--- src/rtl/hh_pkg.sv ---
// Types and helpers shared by the Hodgkin-Huxley neuron core and its downstream stages.
package hh_pkg;

  localparam int HH_TS_W = 16;

  typedef struct packed {
    logic                 first;
    logic [HH_TS_W-1:0]   isi;
  } hh_evt_t;

  // Saturating increment on a 32-bit carrier; callers truncate to their own width.
  function automatic logic [31:0] sat_inc(input logic [31:0] val, input logic [31:0] max_val);
    return (val >= max_val) ? max_val : val + 32'd1;
  endfunction

endpackage

--- src/rtl/hh_evt_fifo.sv ---
// First-word-fall-through event FIFO with occupancy output; push while full is accepted only alongside a pop.
module hh_evt_fifo #(
  parameter int  DEPTH = 4,
  parameter type T     = logic [7:0]
) (
  input  logic                     clk,
  input  logic                     rst,
  input  logic                     push,
  input  T                         push_data,
  output logic                     full,
  input  logic                     pop,
  output T                         pop_data,
  output logic                     empty,
  output logic [$clog2(DEPTH):0]   level
);

  localparam int PTR_W = $clog2(DEPTH);

  T                 mem_q [DEPTH];
  logic [PTR_W-1:0] wr_ptr_q, wr_ptr_d;
  logic [PTR_W-1:0] rd_ptr_q, rd_ptr_d;
  logic [PTR_W:0]   level_q, level_d;
  logic             do_push, do_pop;

  always_comb begin
    full     = (level_q == (PTR_W+1)'(DEPTH));
    empty    = (level_q == '0);
    do_pop   = pop && !empty;
    do_push  = push && (!full || do_pop);
    wr_ptr_d = do_push ? wr_ptr_q + PTR_W'(1) : wr_ptr_q;
    rd_ptr_d = do_pop  ? rd_ptr_q + PTR_W'(1) : rd_ptr_q;
    level_d  = level_q;
    case ({do_push, do_pop})
      2'b10:   level_d = level_q + (PTR_W+1)'(1);
      2'b01:   level_d = level_q - (PTR_W+1)'(1);
      default: level_d = level_q;
    endcase
    pop_data = mem_q[rd_ptr_q];
    level    = level_q;
  end

  always_ff @(posedge clk or posedge rst) begin
    if (rst) begin
      wr_ptr_q <= '0;
      rd_ptr_q <= '0;
      level_q  <= '0;
    end else begin
      wr_ptr_q <= wr_ptr_d;
      rd_ptr_q <= rd_ptr_d;
      level_q  <= level_d;
    end
  end

  always_ff @(posedge clk) begin
    if (do_push) mem_q[wr_ptr_q] <= push_data;
  end

endmodule

--- src/rtl/hh_spike_monitor.sv ---
// Turns neuron spikes into inter-spike-interval events on a buffered valid/ready stream,
// and publishes a per-window spike rate and a count of events lost to a full FIFO.
module hh_spike_monitor
  import hh_pkg::*;
#(
  parameter int TS_W       = HH_TS_W,
  parameter int WIN_CYC    = 256,
  parameter int FIFO_DEPTH = 4
) (
  input  logic                          clk,
  input  logic                          rst,
  input  logic [7:0]                    spike_in,
  input  logic                          en,
  output logic                          evt_valid,
  input  logic                          evt_ready,
  output logic [TS_W-1:0]               evt_isi,
  output logic                          evt_first,
  output logic [7:0]                    rate,
  output logic                          rate_valid,
  output logic [7:0]                    drop_cnt,
  output logic [$clog2(FIFO_DEPTH):0]   fifo_level
);

  localparam int          WIN_W   = $clog2(WIN_CYC);
  localparam logic [31:0] ISI_MAX = 32'((64'd1 << TS_W) - 64'd1);

  typedef struct packed {
    logic            first;
    logic [TS_W-1:0] isi;
  } evt_t;

  logic             spike_q, spike_d;
  logic [TS_W-1:0]  isi_cnt_q, isi_cnt_d;
  logic             first_flag_q, first_flag_d;
  logic [WIN_W-1:0] win_cnt_q, win_cnt_d;
  logic [7:0]       acc_q, acc_d;
  logic [7:0]       rate_q, rate_d;
  logic             rate_valid_q, rate_valid_d;
  logic [7:0]       drop_cnt_q, drop_cnt_d;

  logic spike_now, spike_edge, win_last, pop_fire;
  logic fifo_full, fifo_empty;
  evt_t push_evt, head_evt;

  always_comb begin
    spike_now  = (spike_in != '0);
    spike_edge = spike_now && !spike_q && en;
    win_last   = (win_cnt_q == WIN_W'(WIN_CYC - 1));
    pop_fire   = !fifo_empty && evt_ready;

    spike_d        = spike_now;
    isi_cnt_d      = isi_cnt_q;
    first_flag_d   = first_flag_q;
    win_cnt_d      = win_cnt_q;
    acc_d          = acc_q;
    rate_d         = rate_q;
    rate_valid_d   = 1'b0;
    drop_cnt_d     = drop_cnt_q;
    push_evt.first = first_flag_q;
    push_evt.isi   = isi_cnt_q;

    if (spike_edge) begin
      isi_cnt_d    = TS_W'(1);
      first_flag_d = 1'b0;
    end else if (en) begin
      isi_cnt_d = TS_W'(sat_inc(32'(isi_cnt_q), ISI_MAX));
    end

    // An edge on the last window cycle is folded into the closing window's rate.
    if (en) begin
      win_cnt_d = win_last ? '0 : win_cnt_q + WIN_W'(1);
      if (win_last) begin
        rate_d       = spike_edge ? 8'(sat_inc(32'(acc_q), 32'd255)) : acc_q;
        rate_valid_d = 1'b1;
        acc_d        = '0;
      end else if (spike_edge) begin
        acc_d = 8'(sat_inc(32'(acc_q), 32'd255));
      end
    end

    if (spike_edge && fifo_full && !pop_fire)
      drop_cnt_d = 8'(sat_inc(32'(drop_cnt_q), 32'd255));
  end

  always_ff @(posedge clk or posedge rst) begin
    if (rst) begin
      spike_q      <= 1'b0;
      isi_cnt_q    <= '0;
      first_flag_q <= 1'b1;
      win_cnt_q    <= '0;
      acc_q        <= '0;
      rate_q       <= '0;
      rate_valid_q <= 1'b0;
      drop_cnt_q   <= '0;
    end else begin
      spike_q      <= spike_d;
      isi_cnt_q    <= isi_cnt_d;
      first_flag_q <= first_flag_d;
      win_cnt_q    <= win_cnt_d;
      acc_q        <= acc_d;
      rate_q       <= rate_d;
      rate_valid_q <= rate_valid_d;
      drop_cnt_q   <= drop_cnt_d;
    end
  end

  hh_evt_fifo #(
    .DEPTH (FIFO_DEPTH),
    .T     (evt_t)
  ) u_fifo (
    .clk       (clk),
    .rst       (rst),
    .push      (spike_edge),
    .push_data (push_evt),
    .full      (fifo_full),
    .pop       (evt_ready),
    .pop_data  (head_evt),
    .empty     (fifo_empty),
    .level     (fifo_level)
  );

  always_comb begin
    evt_valid  = !fifo_empty;
    evt_isi    = head_evt.isi;
    evt_first  = head_evt.first;
    rate       = rate_q;
    rate_valid = rate_valid_q;
    drop_cnt   = drop_cnt_q;
  end

endmodule

--- config.mk ---
export PLATFORM = sky130hd
export DESIGN_NAME = hh_spike_monitor
export DESIGN_NICKNAME = d
export VERILOG_FILES = /design/src/rtl/hh_pkg.sv /design/src/rtl/hh_evt_fifo.sv /design/src/rtl/hh_spike_monitor.sv
export SDC_FILE = /design/constraint.sdc
export NUM_CORES = 1
export LEC_CHECK = 0
export ABC_AREA = 1
export BUFFER_PORTS_ARGS = -buffer_cell sky130_fd_sc_hd__buf_2
export CAP_MARGIN = 0
export CORE_MARGIN = 3
export CORE_UTILIZATION = 50
export DETAILED_ROUTE_END_ITERATION = 12
export MAX_ROUTING_LAYER = met4
export PLACE_DENSITY = 0.79
export SYNTH_ARGS = -nofsm -noshare
export SYNTH_HDL_FRONTEND = slang
export SYNTH_SLANG_ARGS = --single-unit
export TNS_END_PERCENT = 20
--- constraint.sdc ---
create_clock -name clk -period 2.5 [get_ports clk]
set_input_delay 0.5 -clock clk [delete_from_list [all_inputs] [get_ports clk]]
set_output_delay 0.5 -clock clk [all_outputs]
set_load 0.05 [all_outputs]
After elaboration in Yosys (flattened, before gate mapping)
Memory sizes are Yosys's and may differ from the RTL's.
Cells that the tools add are included.
Cells by class
  equality and inequality tests: 4
  $lt $le $gt $ge: 3
  multiplexer cells: 13
  add/sub/neg operators: 8
  reductions and logical operators: 16
Operators by type and width (number)
  two-way mux 16 bit: 3
  two-way mux 8 bit: 5
  adder 8 x 1 -> 8 bit, second input constant: 3
  adder 16 x 1 -> 16 bit, second input constant: 1
  >= comparator 16 bit, second input constant: 1
  >= comparator 8 bit, second input constant: 2
  equality test 8 bit, second input constant: 1
  nonzero test 8 bit: 1
  logical AND 1 bit: 6
  one-hot mux 3 bit (2 select lines): 1
  adder 2 x 1 -> 2 bit, second input constant: 2
  logical NOT 1 bit: 4
  two-way mux 1 bit: 4
  nonzero test 2 bit: 2
  adder 3 x 1 -> 3 bit, second input constant: 1
  equality test 3 bit, second input constant: 1
  logical NOT 3 bit: 1
  subtractor 3 x 1 -> 3 bit, second input constant: 1
  equality test 2 x 1 -> 1 bit, second input constant: 1
  equality test 2 bit, second input constant: 1
  AND reduction 2 bit: 1
  logical OR 1 bit: 1
Word-level totals
  word-level logic and storage cells: 56
  bits in registers: 58
  memories kept: 1
  bits in writable memories: 68
Memories
  u_fifo.mem_q: depth 4, width 17, read ports 1, clocked after memory_dff 0, write ports 1, line hh_evt_fifo.sv:19  | T mem_q [DEPTH];

Longest topological paths before layout
Gate-level depths: netlist of run 1.
  depth in word-level cells: 7
  depth in mapped cells: 12
  gate-level depth less buffers: 12

Hierarchy
Synthesis of run 1 repeated with hierarchy kept, for this count alone.
Second synthesis, totals
  cell total of the unflattened synthesis: 636
  area total of the unflattened synthesis: 5959.5 sq um
By module, submodules not included
  hh_evt_fifo: area an instance 2991.6 sq um, cells an instance 221, seq. area each 2217.1 sq um, instances 1
  hh_spike_monitor: area an instance 2967.8 sq um, cells an instance 415, seq. area each 1277.5 sq um, instances 1

Worst setup path before layout of run 1
Ideal clock, no wire load.
  path type: in2reg
  start: input en
  end: memory u_fifo.mem_q[0][0] (netlist name) (enable)
  arrival time: 1.984 ns
  slack: 0.125 ns
  required time: 2.109 ns
  setup time: 0.391 ns
  stages on the path: 8
  cell sequence: buf_4 -> inv_4 -> nor2_8 -> inv_2 -> nor2_2 -> buf_6 -> nand2_1 -> nor2_1
Between the ends
  cells in the longest elaborated chain, start to end: 4
RTL lines
  start, declared: line hh_spike_monitor.sv:13  | input logic en,
  logical AND 1 bit: line hh_spike_monitor.sv:47  | spike_edge = spike_now && !spike_q && en;
  logical AND 1 bit: line hh_evt_fifo.sv:29  | do_push = push && (!full || do_pop);
  two-way mux 1 bit: line hh_evt_fifo.sv:55  | if (do_push) mem_q[wr_ptr_q] <= push_data;
  two-way mux 1 bit (not written as such): line hh_evt_fifo.sv:55
  end, declared: line hh_evt_fifo.sv:19
Every way passes these cells.

Final worst setup path of run 1
  start: register u_fifo.rd_ptr_q[0]
  end: output evt_isi[10]
Between the ends
  cells in the longest elaborated chain, start to end: 1
RTL lines
  start, declared: line hh_evt_fifo.sv:21  | logic [PTR_W-1:0] rd_ptr_q, rd_ptr_d;
  start signal, assigned: line hh_evt_fifo.sv:49  | rd_ptr_q <= rd_ptr_d;
  memory read (4 x 17 bit)
  end, declared: line hh_spike_monitor.sv:16  | output logic [TS_W-1:0] evt_isi,
Every way passes these cells.

==> results.toml, run 1 <==
[timing]
max_slew_margin_pct = 33.8
hold_viol = 0
fin_ws_ps = 175
worst_pin_slew_ps = 990
rsz0062_at_grt = "false"
fmax_ghz = 0.430
clock_skew_ps = 12.6
period_needed_ps = 2320
drv_slew = 0
setup-tns-final_ps = 0
setup_viol = 0
fin_crit_sh_pct = 93.0

[global_route]
antenna_found_initial = 0
grt_overflow = 0
grt_pass1_vias = 4386
grt_start_max_net_pins = 38
grt.total_usage_pct = 21.1
grt_pass1_wl_mm = 20.7

[critical_path]
crit_required_ps = 2000
critical_path_class = "reg2out"
cp_max_fo = 10
critPathCaptureType = "output pin"
start_kind = "flop"
cp_data_arrival_time_ps = 1820

[synth]
netlist_instances = 603
synth_fp_nets = 624
synth_edf_count = 68
avgSynthCellArea_um2 = 9.59
ys_seq_area_share_pct = 60.4
synth_warnings = 0
ys.flop_type = "edfxtp_1"
synth-seq-cells = 126
netlist-cell-type-count = 37
syn_area_mm2 = 0.00578
synthArstFlopShare_pct = 46.0

[layout]
synthToLayoutAreaGrowth_pct = 17.8
final_common_cell = "nand2_1"
nets = 687
mostFrequentLayoutCells = "nand2_1, nor2_1, edfxtp_1"
drive_gt1_share_pct = 16.1
final_area_mm2 = 0.00681
diodes = 0

[floorplan]
ios = 50
fp.dieH_um = 114
fp-row-count = 38
die-area_mm2 = 0.0129
die_w_um = 114
start_util_pct = 52.2
core_area_mm2 = 0.0111

[power_and_ir_drop]
p_leak_nw = 2.96
power.density_mw_per_mm2 = 1070
p_total_mw = 7.26
ir_drop_v = 0.000879

[placed_design]
dp_hpwl_mm = 8.28
placed_area_mm2 = 0.00622
preCtsSetupSlack_ps = 275
gp_congestion = 0.811
portBuffers = 49

[clock_tree]
cts_root_buf = "clkbuf_16"
h-tree-depth = 4
cts_setup_buffers = 0
clock_latency_ps = 420
cts.path.max_buffers = 2
cts.repair.resized = 0
clk_pin_slew_ps = 60
numClockSinks = 126
cts_hold_buf = 0
numCtsBuffers = 17
cts_tree = "yes"

[drt]
dr.first_iter.drc_count = 355
drc = 0
finalWirelength_mm = 12.3
routedWlPerCell_um = 15.0
avgViaCountPerCell = 5.38
antenna_left = 0
vias = 4397
first_pass_iters = 6

[worst_hold_path]
worst_hold_path_type = "in2async"

[outcome]
outcome = "finished clean"

[run]
timing.max_cap.violations = 0
## synthesized netlist by cell type, types with 3 or more instances
cell type	count	area share [%]
nand2_1	135	8.8
nor2_1	73	4.7
edfxtp_1	68	35
o21ai_0	62	5.4
inv_1	58	3.8
dfrtp_1	57	25
nand3_1	40	3.5
o22ai_1	17	1.8
clkbuf_1	12	0.78
xor2_1	10	1.5
ha_1	8	1.7
nand4_1	8	0.87
a21oi_1	7	0.61
nor3_1	7	0.61
o21ai_1	7	0.61
nor2_2	5	0.54
nand3b_1	3	0.39
## area by class of cell
| class | instances | area, um^2 |
|---|---|---|
| clock buffer | 17 | 425 |
| clock inverter | 14 | 168 |
| fill | 898 | 4270 |
| inverter | 61 | 231 |
| multi-input combinational | 399 | 1970 |
| sequential | 126 | 3490 |
| tap | 140 | 175 |
| timing repair buffer | 61 | 348 |
## per-layer routing
layer	global-route usage [%]	vias to the layer above	share of wire (%)
li1	-	2145	-
met3	4.88	19	4.7
met2	34.5	114	51
met1	25.8	2119	44
met4	7.53	0	1.0
met5	-	-	0
## worst paths after layout
path / from / depth (start not counted) / end / slack (ps)
max: u_fifo.rd_ptr_q[0] / 5 / evt_isi[10] / 180
min: rst / 2 / drop_cnt[7] / 110
max reg2reg: isi_cnt_q[0] / 9 / isi_cnt_q[6] / 480
min reg2reg: first_flag_q / 2 / first_flag_q / 480
max in group asynchronous: rst / 3 / first_flag_q / 1740
min in group clk: spike_in[1] / 5 / spike_q / 430
## where the power goes
part	internal (mW)	switching, mW
Clock	1.56	0.890
Sequential	2.40	0.234
Combinational	0.557	1.62
Total	4.52	2.74
## through the flow
| stage | hold WS [ps] | utilization (%) | instances |
|---|---|---|---|
| after floorplan | 439 | - | 603 |
| after global placement | 462 | 56.1 | 787 |
| after detailed placement | 465 | 56.1 | 787 |
| after CTS | 113 | 61.5 | 818 |
| after global routing | 129 | 61.5 | 818 |
| final | 114 | 61.5 | 818 |
## registers in the layout, summed over array words and instances, names as in the netlist
register         cells
isi_cnt_q           16
u_fifo.wr_ptr_q      2
acc_q                8
first_flag_q         1
u_fifo.mem_q        68
drop_cnt             8
rate                 8
spike_q              1
win_cnt_q            8
u_fifo.level         3
rate_valid           1
u_fifo.rd_ptr_q      2
## critical path: stages, from the launching register on
cell and delay (ps):
dfrtp_1 390, inv_1 230, buf_4 220, o21ai_0 80, o22ai_1 190, buf_2 310
## logic make-up after synthesis
| family | synth area share (%) |
|---|---|
| fa+ha+maj | 2.08 |
| simple gates | 21.1 |
| xor+xnor | 1.82 |
| buf+inv | 5.52 |
| compound gates | 9.11 |
| flops | 60.4 |
Note: power is estimated with default switching activity, not from simulation.
==> inputs of run 2 (changes only) <==
Settings changed: CTS_BUF_LIST from default to sky130_fd_sc_hd__clkbuf_16.
Clock period 2.5 ns to 2.4 ns, I/O delays scaled along.
==> run 2 against run 1 <==
Largest cell class unchanged. Via count up 2.2%. Combinational power rose by 6%. Die area did not move. Sequential share of layout area unchanged. Wire length is 1.6% higher. Power rose by 3.5%. Clock skew down 4.0 ps. Clock power hardly changed. Non-clock buffer count rose by 1. Sequential power rose by 4%. Utilization is the same.
==> results.toml, run 2 (synthesis results as in run 1) <==
[placed_design]
gp_congestion = 0.844
dp_hpwl_mm = 8.11
portBuffers = 49

[critical_path]
cp_max_fo = 35
r2r_cells = 9
cp_data_arrival_time_ps = 1780
critical_path_class = "reg2out"
r2r_end = "isi_cnt_q[6]"
critPathCaptureType = "output pin"
r2r_setup_slack_ps = 480
start_kind = "flop"
reg2reg_from = "isi_cnt_q[1]"
crit_required_ps = 1920

[global_route]
grt_pass1_vias = 4488
grt_start_max_net_pins = 59
grt.total_usage_pct = 21.0
grt_overflow = 0
grt_pass1_wl_mm = 20.8
antenna_found_initial = 0

[drt]
vias = 4494
antenna_left = 0
avgViaCountPerCell = 5.48
finalWirelength_mm = 12.5
first_pass_iters = 5
drc = 0
routedWlPerCell_um = 15.2
dr.first_iter.drc_count = 408

[timing]
max_slew_margin_pct = 69.8
setup_viol = 0
drv_slew = 0
setup-tns-final_ps = 0
fmax_ghz = 0.443
period_needed_ps = 2260
worst_pin_slew_ps = 450
clock_skew_ps = 8.64
hold_viol = 0
fin_crit_sh_pct = 94.1
rsz0062_at_grt = "false"

[layout]
regMostFlops = "u_fifo.mem_q"
nets = 688
drive_gt1_share_pct = 16.6
mostFrequentLayoutCells = "nand2_1, nor2_1, edfxtp_1"
diodes = 0
final_common_cell = "nand2_1"
largest_reg_flops = 68
synthToLayoutAreaGrowth_pct = 17.8
finish.utilization_pct = 61.5
fillers = 891
largestRegisters = "u_fifo.mem_q: 68 flops, isi_cnt_q: 16 flops"

[worst_hold_path]
worst_hold_path_type = "in2async"

[power_and_ir_drop]
ir_drop_v = 0.000888
power.density_mw_per_mm2 = 1100
p_leak_nw = 2.96

[clock_tree]
cts_setup_buffers = 0
cts_tree = "yes"
clock_latency_ps = 410
numCtsBuffers = 17
cts_root_buf = "clkbuf_16"
cts.path.max_buffers = 2
clk_pin_slew_ps = 60
cts_hold_buf = 0
numClockSinks = 126
cts.repair.resized = 0
h-tree-depth = 4

[floorplan]
die_w_um = 114
core_area_mm2 = 0.0111
fp-row-count = 38
start_util_pct = 52.2
fp.dieH_um = 114
ios = 50
die-area_mm2 = 0.0129

[outcome]
outcome = "finished clean"

[run]
timing.max_cap.violations = 0
## run 2: changes by cell type in the layout (fill, tap and decap cells not counted)
cell	change
clkinv_1	-2
clkinv_4	+1
buf_6	+2
inv_8	+2
bufinv_16	-2
inv_6	+3
buf_4	-1
clkinv_2	-1
## run 2: critical path, stage by stage (launching register included)
cell     delay [ps]
dfrtp_1         380
inv_1            70
buf_6           240
o21ai_0         150
o22ai_1         200
buf_2           310
## run 2: cell type report
type | instances | area (um^2) | share of cell area [%]
clock buffers | 17 | 425 | 6.25
clock inverters | 15 | 153 | 2.24
inverters | 61 | 231 | 3.40
multi-input cells | 399 | 1970 | 28.9
flip-flops and latches | 126 | 3490 | 51.3
well taps | 140 | 175 | 2.57
repair buffers | 62 | 363 | 5.33
## run 2: how the worst max path moves through the flow
stage                              end                from  depth (start not counted)  slack [ps]
floorplan           u_fifo.mem_q[0][0]                  en                          8          50
global placement       u_fifo.level[2]         spike_in[0]                         13         480
detailed placement     u_fifo.level[2]         spike_in[0]                         13         330
CTS                         evt_isi[0]  u_fifo.rd_ptr_q[0]                          4          50
global route                evt_isi[0]  u_fifo.rd_ptr_q[0]                          5          40
finish                      evt_isi[0]  u_fifo.rd_ptr_q[0]                          5         140
## run 2: power by group
| group | total (mW) | internal [mW] | switching [mW] |
|---|---|---|---|
| clock | 2.48 | 1.46 | 1.02 |
| combinational | 2.30 | 0.596 | 1.70 |
| sequential | 2.74 | 2.50 | 0.239 |
| total | 7.52 | 4.56 | 2.96 |
## run 2: through the flow
| step | hold slack [ps] | cells | instance area, um^2 | setup WS, ps | total power [mW] |
|---|---|---|---|---|---|
| global route | 134 | 820 | 6810 | 37.2 | 7.90 |
| floorplan | 439 | 603 | 5780 | 45.3 | 4.45 |
| CTS | 119 | 820 | 6800 | 54.1 | 7.55 |
| global placement | 460 | 788 | 6230 | 485 | 4.97 |
| finish | 114 | 820 | 6810 | 142 | 7.52 |
| detailed placement | 464 | 788 | 6230 | 327 | 5.05 |
## run 2: layer usage
| metal | up-vias | track usage [%] | part of all wire, % |
|---|---|---|---|
| li1 | 2152 | - | - |
| met4 | 0 | 7.61 | 1.8 |
| met1 | 2136 | 25.6 | 41 |
| met3 | 23 | 5.15 | 6.2 |
| met2 | 183 | 34.4 | 51 |
| met5 | - | - | 0 |
==> inputs of run 3 (changes only) <==
Settings changed: SETUP_SLACK_MARGIN from default to 0.2.
==> run 3 against run 2 <==
Clock power is essentially flat. Cell count grew 0.24%. Clock-buffer cell count is the same. Clock skew is essentially flat. Fmax grew 3.6%. Global-route usage is essentially flat. Sequential power is essentially flat. First-iteration DRC count shrank 13%. Utilization grew 0.73 points. Flip-flop and latch count is the same. Critical path depth is the same. Via count grew 0.98%.
==> results.toml, run 3 (synthesis results as in run 1) <==
[drt]
antenna_left = 0
finalWirelength_mm = 12.9
vias = 4538
first_pass_iters = 5
drc = 0
highest_layer = "met4"
met1Wirelength_mm = 5.46
dr_wl_met2_mm = 6.52
dr.first_iter.drc_count = 356
routedWlPerCell_um = 15.7
wl_met3_um = 723
avgViaCountPerCell = 5.52

[clock_tree]
clock_latency_ps = 410
numClockSinks = 126
cts.path.max_buffers = 2
cts_tree = "yes"
cts_setup_buffers = 0
clk_pin_slew_ps = 60
cts_hold_buf = 0
numCtsBuffers = 17
h-tree-depth = 4
cts_root_buf = "clkbuf_16"

[timing]
clock_skew_ps = 8.76
max_slew_margin_pct = 69.6
setup-tns-final_ps = 0
fmax_ghz = 0.459
fin_ws_ps = 220
worst_pin_slew_ps = 453
period_needed_ps = 2180
drv_slew = 0
setup_viol = 0
rsz0062_at_grt = "true"
hold_viol = 0
fin_crit_sh_pct = 90.8

[critical_path]
path_delay_family = "buffers and inverters"
cp_max_fo = 9
crit_chain = "inv_4 > clkbuf_16 > nor2_1 > o22ai_1 > buf_2"
start_kind = "flop"
critical_path_class = "reg2out"
crit_required_ps = 1920
cp_slowest_cell = "dfrtp_2"
crit_path_max_incr_delay_ps = 440
critPathCaptureType = "output pin"
cp_data_arrival_time_ps = 1700
cp_num_buf_inv = 3

[layout]
nets = 690
diodes = 0
mostFrequentLayoutCells = "nand2_1, nor2_1, edfxtp_1"
largest_reg_flops = 68
synthToLayoutAreaGrowth_pct = 19.2
drive_gt1_share_pct = 17.2
final_area_mm2 = 0.00689
largestRegisters = "u_fifo.mem_q: 68 flops, isi_cnt_q: 16 flops"
finish.utilization_pct = 62.2
regMostFlops = "u_fifo.mem_q"
final_common_cell = "nand2_1"

[power_and_ir_drop]
p_leak_nw = 2.99
ir_drop_v = 0.00107
intPower_mw = 4.69
seqPwrFrac_pct = 35.7
switching_share_pct = 39.2
pwr-share-comb_pct = 32.2
power.density_mw_per_mm2 = 1120
p_total_mw = 7.72
switching_power_mw = 3.02
power_frac_clock_pct = 32.2

[global_route]
grt_pass1_vias = 4503
grt_start_max_net_pins = 59
grt_overflow = 0
antenna_found_initial = 0
grt_pass1_wl_mm = 20.8
grt.total_usage_pct = 21.1

[placed_design]
dp_hpwl_mm = 8.11
preCtsSetupSlack_ps = 327
gp_congestion = 0.844
placed_area_mm2 = 0.00623
portBuffers = 49

[floorplan]
start_util_pct = 52.2
fp-row-count = 38
fp.dieH_um = 114
die_w_um = 114
die-area_mm2 = 0.0129
ios = 50
core_area_mm2 = 0.0111

[worst_hold_path]
worst_hold_path_type = "in2async"

[outcome]
outcome = "finished clean"

[run]
timing.max_cap.violations = 0
run 3: cell count changes in the layout (fill, tap and decap cells not counted), sizes merged:
| cell | before | now |
|---|---|---|
| clkbuf | 17 | 20 |
| buf | 62 | 61 |
run 3: layout make-up:
cell class              instances  area (um^2)
flip-flops and latches        126         3500
fillers                       876         4190
repair buffers                 64          440
inverters                      61          234
clock buffers                  17          425
well taps                     140          175
clock inverters                15          153
multi-input cells             399         1970
run 3: timing repair:
action,4_1_cts,5_1_grt
setup endpoints to repair,7,17
cloned,0,2
pin swaps,0,1
resized for setup,4,10
run 3: final timing paths:
check,startpoint,endpoint,slack [ps],depth (start not counted)
min in group clk,spike_in[4],spike_q,420,5
worst min register to register,rate[3],rate[3],470,2
max in group asynchronous,rst,first_flag_q,1960,3
worst max register to register,isi_cnt_q[0],isi_cnt_q[5],480,9
worst min-delay path,rst,u_fifo.wr_ptr_q[1],100,3
worst max-delay path,u_fifo.rd_ptr_q[0],evt_isi[4],220,5
run 3: power groups by stage:
stage          Clock (mW)  Combinational [mW]  Sequential, mW
2_1_floorplan           0                1.64            2.81
3_3_place_gp            0                2.21            2.76
3_5_place_dp            0                2.28            2.77
4_1_cts              2.52                2.32            2.74
5_1_grt              2.63                2.67            2.79
6_report             2.48                2.48            2.76
run 3: stage by stage:
| stage | hold WS, ps | cells |
|---|---|---|
| global route | 134 | 822 |
| CTS | 119 | 820 |
| floorplan | 439 | 603 |
| global placement | 460 | 788 |
| finish | 104 | 822 |
| detailed placement | 464 | 788 |
run 3: tightest hold or removal path: stages:
cell and delay [ps]:
buf_2 100, inv_2 60, buf_12 260
run 3: metal layers:
metal	vias up	GRT usage [%]
li1	2148	-
met1	2190	25.6
met2	176	34.5
met3	24	5.15
met4	0	7.61
met5	-	-
